**src/rtl/lsu_pkg.sv**
```systemverilog
// Shared definitions for the load/store unit: memory op codes, FSM states,
// AXI response codes and the load-data formatting helper.
package lsu_pkg;

    localparam logic [2:0] MEM_LB  = 3'b000;
    localparam logic [2:0] MEM_LH  = 3'b001;
    localparam logic [2:0] MEM_LW  = 3'b010;
    localparam logic [2:0] MEM_LBU = 3'b100;
    localparam logic [2:0] MEM_LHU = 3'b101;
    localparam logic [2:0] MEM_SB  = 3'b000;
    localparam logic [2:0] MEM_SH  = 3'b001;
    localparam logic [2:0] MEM_SW  = 3'b010;

    localparam logic [1:0] AXI_OKAY   = 2'b00;
    localparam logic [1:0] AXI_EXOKAY = 2'b01;
    localparam logic [1:0] AXI_SLVERR = 2'b10;
    localparam logic [1:0] AXI_DECERR = 2'b11;

    typedef enum logic [2:0] {
        ST_IDLE = 3'd0,
        ST_AR   = 3'd1,
        ST_R    = 3'd2,
        ST_AW   = 3'd3,
        ST_B    = 3'd4,
        ST_DONE = 3'd5
    } lsu_state_e;

    // Pick the byte/half addressed by off out of the bus word and extend it.
    function automatic logic [31:0] format_load(input logic [2:0] op,
                                                input logic [1:0] off,
                                                input logic [31:0] word);
        logic [7:0]  b;
        logic [15:0] h;
        b = 8'(word >> {off, 3'b000});
        h = 16'(word >> {off[1], 4'b0000});
        case (op)
            MEM_LB:  format_load = {{24{b[7]}}, b};
            MEM_LH:  format_load = {{16{h[15]}}, h};
            MEM_LBU: format_load = {24'd0, b};
            MEM_LHU: format_load = {16'd0, h};
            default: format_load = word;
        endcase
    endfunction

endpackage

```
**src/rtl/lsu_controller.sv**
```systemverilog
// LSU sequencing FSM: owns the pre/post handshakes, all AXI valid/ready
// outputs, and produces the capture and load-latch enables for the datapath.
module lsu_controller
    import lsu_pkg::*;
(
    input  logic clock,
    input  logic reset,
    input  logic valid_pre,
    input  logic mem_ren,
    input  logic mem_wen,
    input  logic misalign,
    input  logic arready,
    input  logic rvalid,
    input  logic awready,
    input  logic wready,
    input  logic bvalid,
    input  logic ready_post,
    output logic ready_pre,
    output logic valid_post,
    output logic arvalid,
    output logic rready,
    output logic awvalid,
    output logic wvalid,
    output logic bready,
    output logic capture,
    output logic rlatch
);

    lsu_state_e state_reg, state_next;
    logic       aw_done_reg, w_done_reg;
    logic       aw_ok, w_ok;

    always_ff @(posedge clock or posedge reset) begin
        if (reset) begin
            state_reg   <= ST_IDLE;
            aw_done_reg <= 1'b0;
            w_done_reg  <= 1'b0;
        end else begin
            state_reg <= state_next;
            if (capture) begin
                aw_done_reg <= 1'b0;
                w_done_reg  <= 1'b0;
            end else begin
                if (awvalid && awready) aw_done_reg <= 1'b1;
                if (wvalid && wready)   w_done_reg  <= 1'b1;
            end
        end
    end

    always_comb begin
        ready_pre  = (state_reg == ST_IDLE) && !reset;
        capture    = valid_pre && ready_pre;
        arvalid    = (state_reg == ST_AR);
        rready     = (state_reg == ST_R);
        awvalid    = (state_reg == ST_AW) && !aw_done_reg;
        wvalid     = (state_reg == ST_AW) && !w_done_reg;
        bready     = (state_reg == ST_B);
        valid_post = (state_reg == ST_DONE);
        rlatch     = (state_reg == ST_R) && rvalid;
        // The two write channels may complete in either order or together.
        aw_ok      = aw_done_reg || (awvalid && awready);
        w_ok       = w_done_reg  || (wvalid && wready);
        state_next = state_reg;
        case (state_reg)
            ST_IDLE: if (capture) begin
                if (misalign)     state_next = ST_DONE;
                else if (mem_ren) state_next = ST_AR;
                else if (mem_wen) state_next = ST_AW;
                else              state_next = ST_DONE;
            end
            ST_AR:   if (arready) state_next = ST_R;
            ST_R:    if (rvalid) state_next = ST_DONE;
            ST_AW:   if (aw_ok && w_ok) state_next = ST_B;
            ST_B:    if (bvalid) state_next = ST_DONE;
            ST_DONE: if (ready_post) state_next = ST_IDLE;
            default: state_next = ST_IDLE;
        endcase
    end

endmodule

```
**src/rtl/lsu.sv**
```systemverilog
// Load/store unit top: payload registers, store-data/strobe generation and
// load formatting. Define LSU_ALIGN_CHECK_EN to trap misaligned half/word accesses.
module lsu
    import lsu_pkg::*;
#(
    parameter int ADDR_W = 32,
    parameter int DATA_W = 32
) (
    input  logic              clock,
    input  logic              reset,
    input  logic              valid_pre_i,
    output logic              ready_pre_o,
    output logic              valid_post_o,
    input  logic              ready_post_i,
    input  logic [31:0]       pc_i,
    input  logic [31:0]       inst_i,
    input  logic              wsel_i,
    input  logic              wena_i,
    input  logic [4:0]        waddr_i,
    input  logic [31:0]       alu_result_i,
    input  logic              mem_ren_i,
    input  logic              mem_wen_i,
    input  logic [2:0]        mem_op_i,
    input  logic [31:0]       mem_wdata_i,
    input  logic              csr_wena_i,
    input  logic [31:0]       csr_waddr_i,
    input  logic [31:0]       csr_wdata_i,
    output logic [31:0]       pc_o,
    output logic [31:0]       inst_o,
    output logic              wsel_o,
    output logic              wena_o,
    output logic [4:0]        waddr_o,
    output logic [31:0]       alu_result_o,
    output logic              csr_wena_o,
    output logic [31:0]       csr_waddr_o,
    output logic [31:0]       csr_wdata_o,
    output logic [31:0]       mem_result_o,
    output logic              misalign_o,
    output logic [ADDR_W-1:0] araddr_o,
    output logic              arvalid_o,
    input  logic              arready_i,
    input  logic [DATA_W-1:0] rdata_i,
    input  logic [1:0]        rresp_i,
    input  logic              rvalid_i,
    output logic              rready_o,
    output logic [ADDR_W-1:0] awaddr_o,
    output logic              awvalid_o,
    input  logic              awready_i,
    output logic [DATA_W-1:0] wdata_o,
    output logic [3:0]        wstrb_o,
    output logic              wvalid_o,
    input  logic              wready_i,
    input  logic [1:0]        bresp_i,
    input  logic              bvalid_i,
    output logic              bready_o
);

    logic              capture, rlatch, misalign;
    logic [31:0]       pc_reg, inst_reg, alu_result_reg, csr_waddr_reg, csr_wdata_reg;
    logic [31:0]       mem_result_reg;
    logic              wsel_reg, wena_reg, csr_wena_reg, misalign_reg;
    logic [4:0]        waddr_reg;
    logic [2:0]        mem_op_reg;
    logic [1:0]        off_reg;
    logic [ADDR_W-1:0] addr_reg;
    logic [DATA_W-1:0] wdata_reg, wdata_next;
    logic [3:0]        wstrb_reg, wstrb_next;

    // Responses are kept on the port list for a later trap path.
    logic unused_resp;
    assign unused_resp = ^{rresp_i, bresp_i};

`ifdef LSU_ALIGN_CHECK_EN
    assign misalign = (mem_ren_i || mem_wen_i) &&
                      (((mem_op_i[1:0] == 2'b01) && alu_result_i[0]) ||
                       ((mem_op_i[1:0] == 2'b10) && (alu_result_i[1:0] != 2'b00)));
`else
    assign misalign = 1'b0;
`endif

    always_comb begin
        wdata_next = mem_wdata_i;
        wstrb_next = 4'hF;
        case (mem_op_i[1:0])
            2'b00: begin
                wdata_next = {4{mem_wdata_i[7:0]}};
                wstrb_next = 4'b0001 << alu_result_i[1:0];
            end
            2'b01: begin
                wdata_next = {2{mem_wdata_i[15:0]}};
                wstrb_next = 4'b0011 << alu_result_i[1:0];
            end
            default: ;
        endcase
    end

    always_ff @(posedge clock or posedge reset) begin
        if (reset) begin
            pc_reg         <= '0;
            inst_reg       <= '0;
            wsel_reg       <= 1'b0;
            wena_reg       <= 1'b0;
            waddr_reg      <= '0;
            alu_result_reg <= '0;
            csr_wena_reg   <= 1'b0;
            csr_waddr_reg  <= '0;
            csr_wdata_reg  <= '0;
            misalign_reg   <= 1'b0;
            mem_op_reg     <= '0;
            off_reg        <= '0;
            addr_reg       <= '0;
            wdata_reg      <= '0;
            wstrb_reg      <= '0;
            mem_result_reg <= '0;
        end else if (capture) begin
            pc_reg         <= pc_i;
            inst_reg       <= inst_i;
            wsel_reg       <= wsel_i;
            wena_reg       <= wena_i && !misalign;
            waddr_reg      <= waddr_i;
            alu_result_reg <= alu_result_i;
            csr_wena_reg   <= csr_wena_i;
            csr_waddr_reg  <= csr_waddr_i;
            csr_wdata_reg  <= csr_wdata_i;
            misalign_reg   <= misalign;
            mem_op_reg     <= mem_op_i;
            off_reg        <= alu_result_i[1:0];
            addr_reg       <= {alu_result_i[ADDR_W-1:2], 2'b00};
            wdata_reg      <= wdata_next;
            wstrb_reg      <= wstrb_next;
            mem_result_reg <= '0;
        end else if (rlatch) begin
            mem_result_reg <= format_load(mem_op_reg, off_reg, rdata_i);
        end
    end

    assign pc_o         = pc_reg;
    assign inst_o       = inst_reg;
    assign wsel_o       = wsel_reg;
    assign wena_o       = wena_reg;
    assign waddr_o      = waddr_reg;
    assign alu_result_o = alu_result_reg;
    assign csr_wena_o   = csr_wena_reg;
    assign csr_waddr_o  = csr_waddr_reg;
    assign csr_wdata_o  = csr_wdata_reg;
    assign mem_result_o = mem_result_reg;
    assign misalign_o   = misalign_reg;
    assign araddr_o     = addr_reg;
    assign awaddr_o     = addr_reg;
    assign wdata_o      = wdata_reg;
    assign wstrb_o      = wstrb_reg;

    lsu_controller u_ctrl (
        .clock      (clock),
        .reset      (reset),
        .valid_pre  (valid_pre_i),
        .mem_ren    (mem_ren_i),
        .mem_wen    (mem_wen_i),
        .misalign   (misalign),
        .arready    (arready_i),
        .rvalid     (rvalid_i),
        .awready    (awready_i),
        .wready     (wready_i),
        .bvalid     (bvalid_i),
        .ready_post (ready_post_i),
        .ready_pre  (ready_pre_o),
        .valid_post (valid_post_o),
        .arvalid    (arvalid_o),
        .rready     (rready_o),
        .awvalid    (awvalid_o),
        .wvalid     (wvalid_o),
        .bready     (bready_o),
        .capture    (capture),
        .rlatch     (rlatch)
    );

endmodule
```
**config.mk**
```make
export PLATFORM = sky130hd
export DESIGN_NAME = lsu
export DESIGN_NICKNAME = d
export VERILOG_FILES = /design/src/rtl/lsu_pkg.sv /design/src/rtl/lsu_controller.sv /design/src/rtl/lsu.sv
export SDC_FILE = /design/constraint.sdc
export NUM_CORES = 1
export LEC_CHECK = 0
export ABC_AREA = 1
export BUFFER_PORTS_ARGS = -buffer_cell sky130_fd_sc_hd__buf_2
export CAP_MARGIN = 20
export CORE_AREA = 2 2 216 218
export CTS_CLUSTER_DIAMETER = 150
export DETAILED_ROUTE_END_ITERATION = 7
export DIE_AREA = 0 0 218 220
export SYNTH_ARGS = -nofsm -noshare
export SYNTH_HDL_FRONTEND = slang
export SYNTH_SLANG_ARGS = --single-unit
```
**constraint.sdc**
```tcl
create_clock -name clock -period 13.25 [get_ports clock]
set_clock_uncertainty 0.2 [all_clocks]
set_input_delay 2.65 -clock clock [delete_from_list [all_inputs] [get_ports clock]]
set_output_delay 2.65 -clock clock [all_outputs]
set_load 0.03 [all_outputs]
```
-- Word level (Yosys, flattened, before mapping)
Index checks and enable logic that the tools add are counted.
- multipliers: 0
- eq/ne operators: 15
- divide/modulo/power cells: 0
- muxes and demuxes: 18
- bitwise gates (word level): 0
- reductions and logical operators: 20
- add/sub/neg operators: 0
- shift operators: 4
- $lt $le $gt $ge: 0
- operator list (cell ; count):
    $pmux W32 S4 ; 1
    $mux W32 ; 2
    $pmux W32 S2 ; 1
    $shr A32 B5 Y16 ; 1
    $shr A32 B5 Y8 ; 1
    $mux W3 ; 8
    $pmux W3 S6 ; 1
    $eq A3 B3 Y1 const B ; 4
    $logic_and A1 B1 Y1 ; 8
    $ne A2 B2 Y1 const B ; 4
    $pmux W4 S2 ; 1
    $eq A3 B1 Y1 const B ; 2
    $eq A3 B2 Y1 const B ; 2
    $logic_not A3 Y1 ; 2
    $reduce_and A6 Y1 ; 1
    $reduce_bool A2 Y1 ; 3
    $mux W1 ; 4
    $ne A2 B1 Y1 const B ; 2
    $shl A1 B2 Y4 const A ; 1
    $shl A2 B2 Y4 const A ; 1
    $logic_not A1 Y1 ; 3
    $eq A2 B1 Y1 const B ; 1
    $logic_not A2 Y1 ; 1
    $logic_or A1 B1 Y1 ; 2
- memory bits (read-only): 0
- latch bits: 0
- word-level logic and storage cells: 75
- RAM bits: 0
- memories kept: 0
- output and inout bits: 308
- bits in registers: 276

-- Longest topological paths before layout
- depth in word-level cells: 7
- depth in mapped cells: 11

-- Modules after synthesis
A second synthesis with hierarchy kept.
- cells, all modules: 1325
- area, all modules: 10765.3 sq um
- by module, submodules not included (module ; cells each ; area each (sq um) ; seq. area each (sq um) ; times used):
    lsu ; 1254 ; 10298.6 ; 5980.7 ; 1
    lsu_controller ; 71 ; 466.7 ; 125.1 ; 1

-- Worst setup path before layout
Ideal clock, no wire load.
- path type: input port to output port
- from: in reset
- to: out ready_pre_o
- slack: 7529 ps
- cell stages on the path: 1
- data arrival time: 2871 ps
- path buffers: 0
- path through: nor2_4
- cells in the longest elaborated chain, start to end: 2
- ends and longest elaborated chain (what ; line ; text):
    from (decl) ; lsu.sv:10 ; input logic reset,
    $logic_not A1 Y1 ; lsu_controller.sv:51 ; ready_pre = (state_reg == ST_IDLE) && !reset;
    $logic_and A1 B1 Y1 ; lsu_controller.sv:51 ;
    to (decl) ; lsu.sv:12 ; output logic ready_pre_o,
No other way between the ends.

-- Worst setup path in the final report
Ends and elaborated chain as after synthesis.

==> metrics.yaml <==
hold_path.class: "reg2reg"
critical_path.max_fanout: 2
worst_slack_ps: 7200
status: "completed"
yosysSeqAreaShare: 0.561
insertion_delay_ps: 550
synth.ff_latch_count: 244
required_ps: 10400
intPower_mw: 2.13
synth_compound_gate_area_share: 0.0571
crit_arrival_ps: 3200
max_clock_freq_mhz: 165
avgRoutedWirePerCell_um: 15.3
syn_inst: 1328
timing.hold.ws_ps: 270
synth.area.top_cells: "dfrtp_1 (56%), nand2_1 (25%), buf_4 (5.0%)"
max-slew-margin-rel: 0.322
p_leak_nw: 8.51
swShare: 0.486
drt_iter0_markers: 519
start_util: 0.237
startpoint: "reset"
drt-met1-wl_mm: 16.1
dpl.hpwl_mm: 26.7
muxShareOfSynthArea: 0
r2r_end: "pc_o[12]"
cts_setup_buffers: 0
dr_wl_met3_mm: 2.39
vias: 10117
n_fill_cell: 4905
postPlaceCellArea_sq_mm: 0.0136
syn_to_final_growth_pct: 33.8
cts_resized: 0
grt_pass1_wl_mm: 54.5
p_comb_frac: 0.479
setup_tns_ps: 0
seqPwrFrac: 0.318
grt_pass1_vias: 9592
grt.total_usage: 0.145
yosysTopAreaCell: "dfrtp_1"
synth-xor-area-share: 0
drt_pass1_iterations: 5
htree_levels: 1
drive_above_1_share: 0.340
tightest_slew_ps: 1020
cts_buffer_depth: 3
clkPwrFrac: 0.203
ctsHoldBuffers: 0
antenna_found_initial: 2
hold_viol: 0
worst-setup-path-type: "in2out"
dp_cells: 2365
r2r_start: "u_ctrl.state_reg[0]"
rsz0062_at_grt: "no"
grt_max_degree: 115
io_pins: 558
finalMaxSlewViolations: 0
core_sq_mm: 0.0459
synthArstFlopShare: 1.00
min_period_ps: 6050
overflow: 0
p_switching_mw: 2.02
synth_top_family_by_area: "simple AND/OR/NAND/NOR gates"
row_count: 79
place_ws_ps: 7200
drv_cap: 0
synth_edf_count: 0
startpoint_type: "primary input"
cts.clk_slew.worst_paths_ps: 60
yosys_warnings: 0
hold_depth: 2
gp_congestion: 0.825
netlist_area_sq_mm: 0.0109
clock-root-buffer: "clkbuf_16"
top_layer: "met5"
ys.flop_type: "dfrtp_1"
p_total_mw: 4.15
cts.sink_count: 244
viasPerCell: 4.19
portBuffers: 548
dieArea_sq_mm: 0.0480
worst_setup_path_end_kind: "output port"
wl_met2_mm: 17.5
antenna_left: 0
hp-start: "csr_waddr_o[30]"
cts_tree: "done"
die_x_um: 218
holdPathEnd: "csr_waddr_o[30]"
synthAdderAreaFrac: 0
power_density_mw_per_mm2: 285
avgSynthCellArea_sq_um: 8.20
ys_types: 29
fin_area_sq_mm: 0.0146
layout.nets: 2039
fp.dieH_um: 220
reg2reg_depth: 8
yosysTopAreaCellShare: 0.561
r2r_setup_slack_ps: 9740
finalNonFillerCells: 2417
wl_mm: 37.0
synth-simple-area-share: 0.282
finalCritPeriodShare: 0.457
finish.utilization: 0.318
synth_most_common_cell: "nand2_1"
finalSetupViolCount: 0
ys_top_cells_by_count: "nand2_1 (719), dfrtp_1 (244), buf_4 (72)"
cts_buffers: 29
remaining_drc_errors: 0
ir_drop_mv: 0.143
worst max path at each step:
| stage | to | slack (ps) | depth (start not counted) |
|---|---|---|---|
| 2_1_floorplan | alu_result_o[0] | 3700 | 1 |
| 3_3_place_gp | ready_pre_o | 7200 | 3 |
| 3_5_place_dp | ready_pre_o | 7200 | 3 |
| 4_1_cts | ready_pre_o | 7200 | 3 |
| 5_1_grt | ready_pre_o | 7170 | 3 |
| 6_report | ready_pre_o | 7200 | 3 |
power groups by stage:
| stage | Sequential, mW | Combinational, mW | Clock [mW] |
|---|---|---|---|
| 5_1_grt | 1.37 | 2.16 | 0.899 |
| 2_1_floorplan | 1.94 | 0.861 | 0 |
| 3_3_place_gp | 1.31 | 2.00 | 0 |
| 4_1_cts | 1.32 | 2.02 | 0.869 |
| 6_report | 1.32 | 1.99 | 0.841 |
| 3_5_place_dp | 1.32 | 2.01 | 0 |
area by class of cell:
cell class | count | area, sq um | area share
Sequential cell | 244 | 6110 | 0.419
Multi-Input combinational cell | 914 | 3720 | 0.256
Timing Repair Buffer | 554 | 2790 | 0.191
Clock buffer | 42 | 855 | 0.0587
Tap cell | 607 | 759 | 0.0521
Inverter | 46 | 185 | 0.0127
Clock inverter | 9 | 149 | 0.0102
Antenna cell | 1 | 2.50 | 0.000172
cell families after synthesis:
group	count (synthesis)
AO/OA/AOI/OAI	118
buffers and inverters	174
flip-flops	244
other	1
AND/OR/NAND/NOR	791
worst max-delay path, cell delays in order:
cell	delay, ps
buf_2	150
nor2_4	180
buf_2	220
per-layer routing:
layer  GRT usage  vias to the layer above
li1            -                     4945
met5           0                        -
met2       0.234                      381
met3      0.0280                       64
met1       0.192                     4725
met4      0.0542                        2
placed cells by master (no fill, tap or decap), drive strengths merged, types with 7 or more instances in the layout:
master and instances:
nand2 722, o21ai 76, clkbuf 42, nand3 13
inv 45, buf 554, nand4 8, and2 7
dfrtp 244, a21oi 32, nor2 35
(Power assumes the default switching activity.)
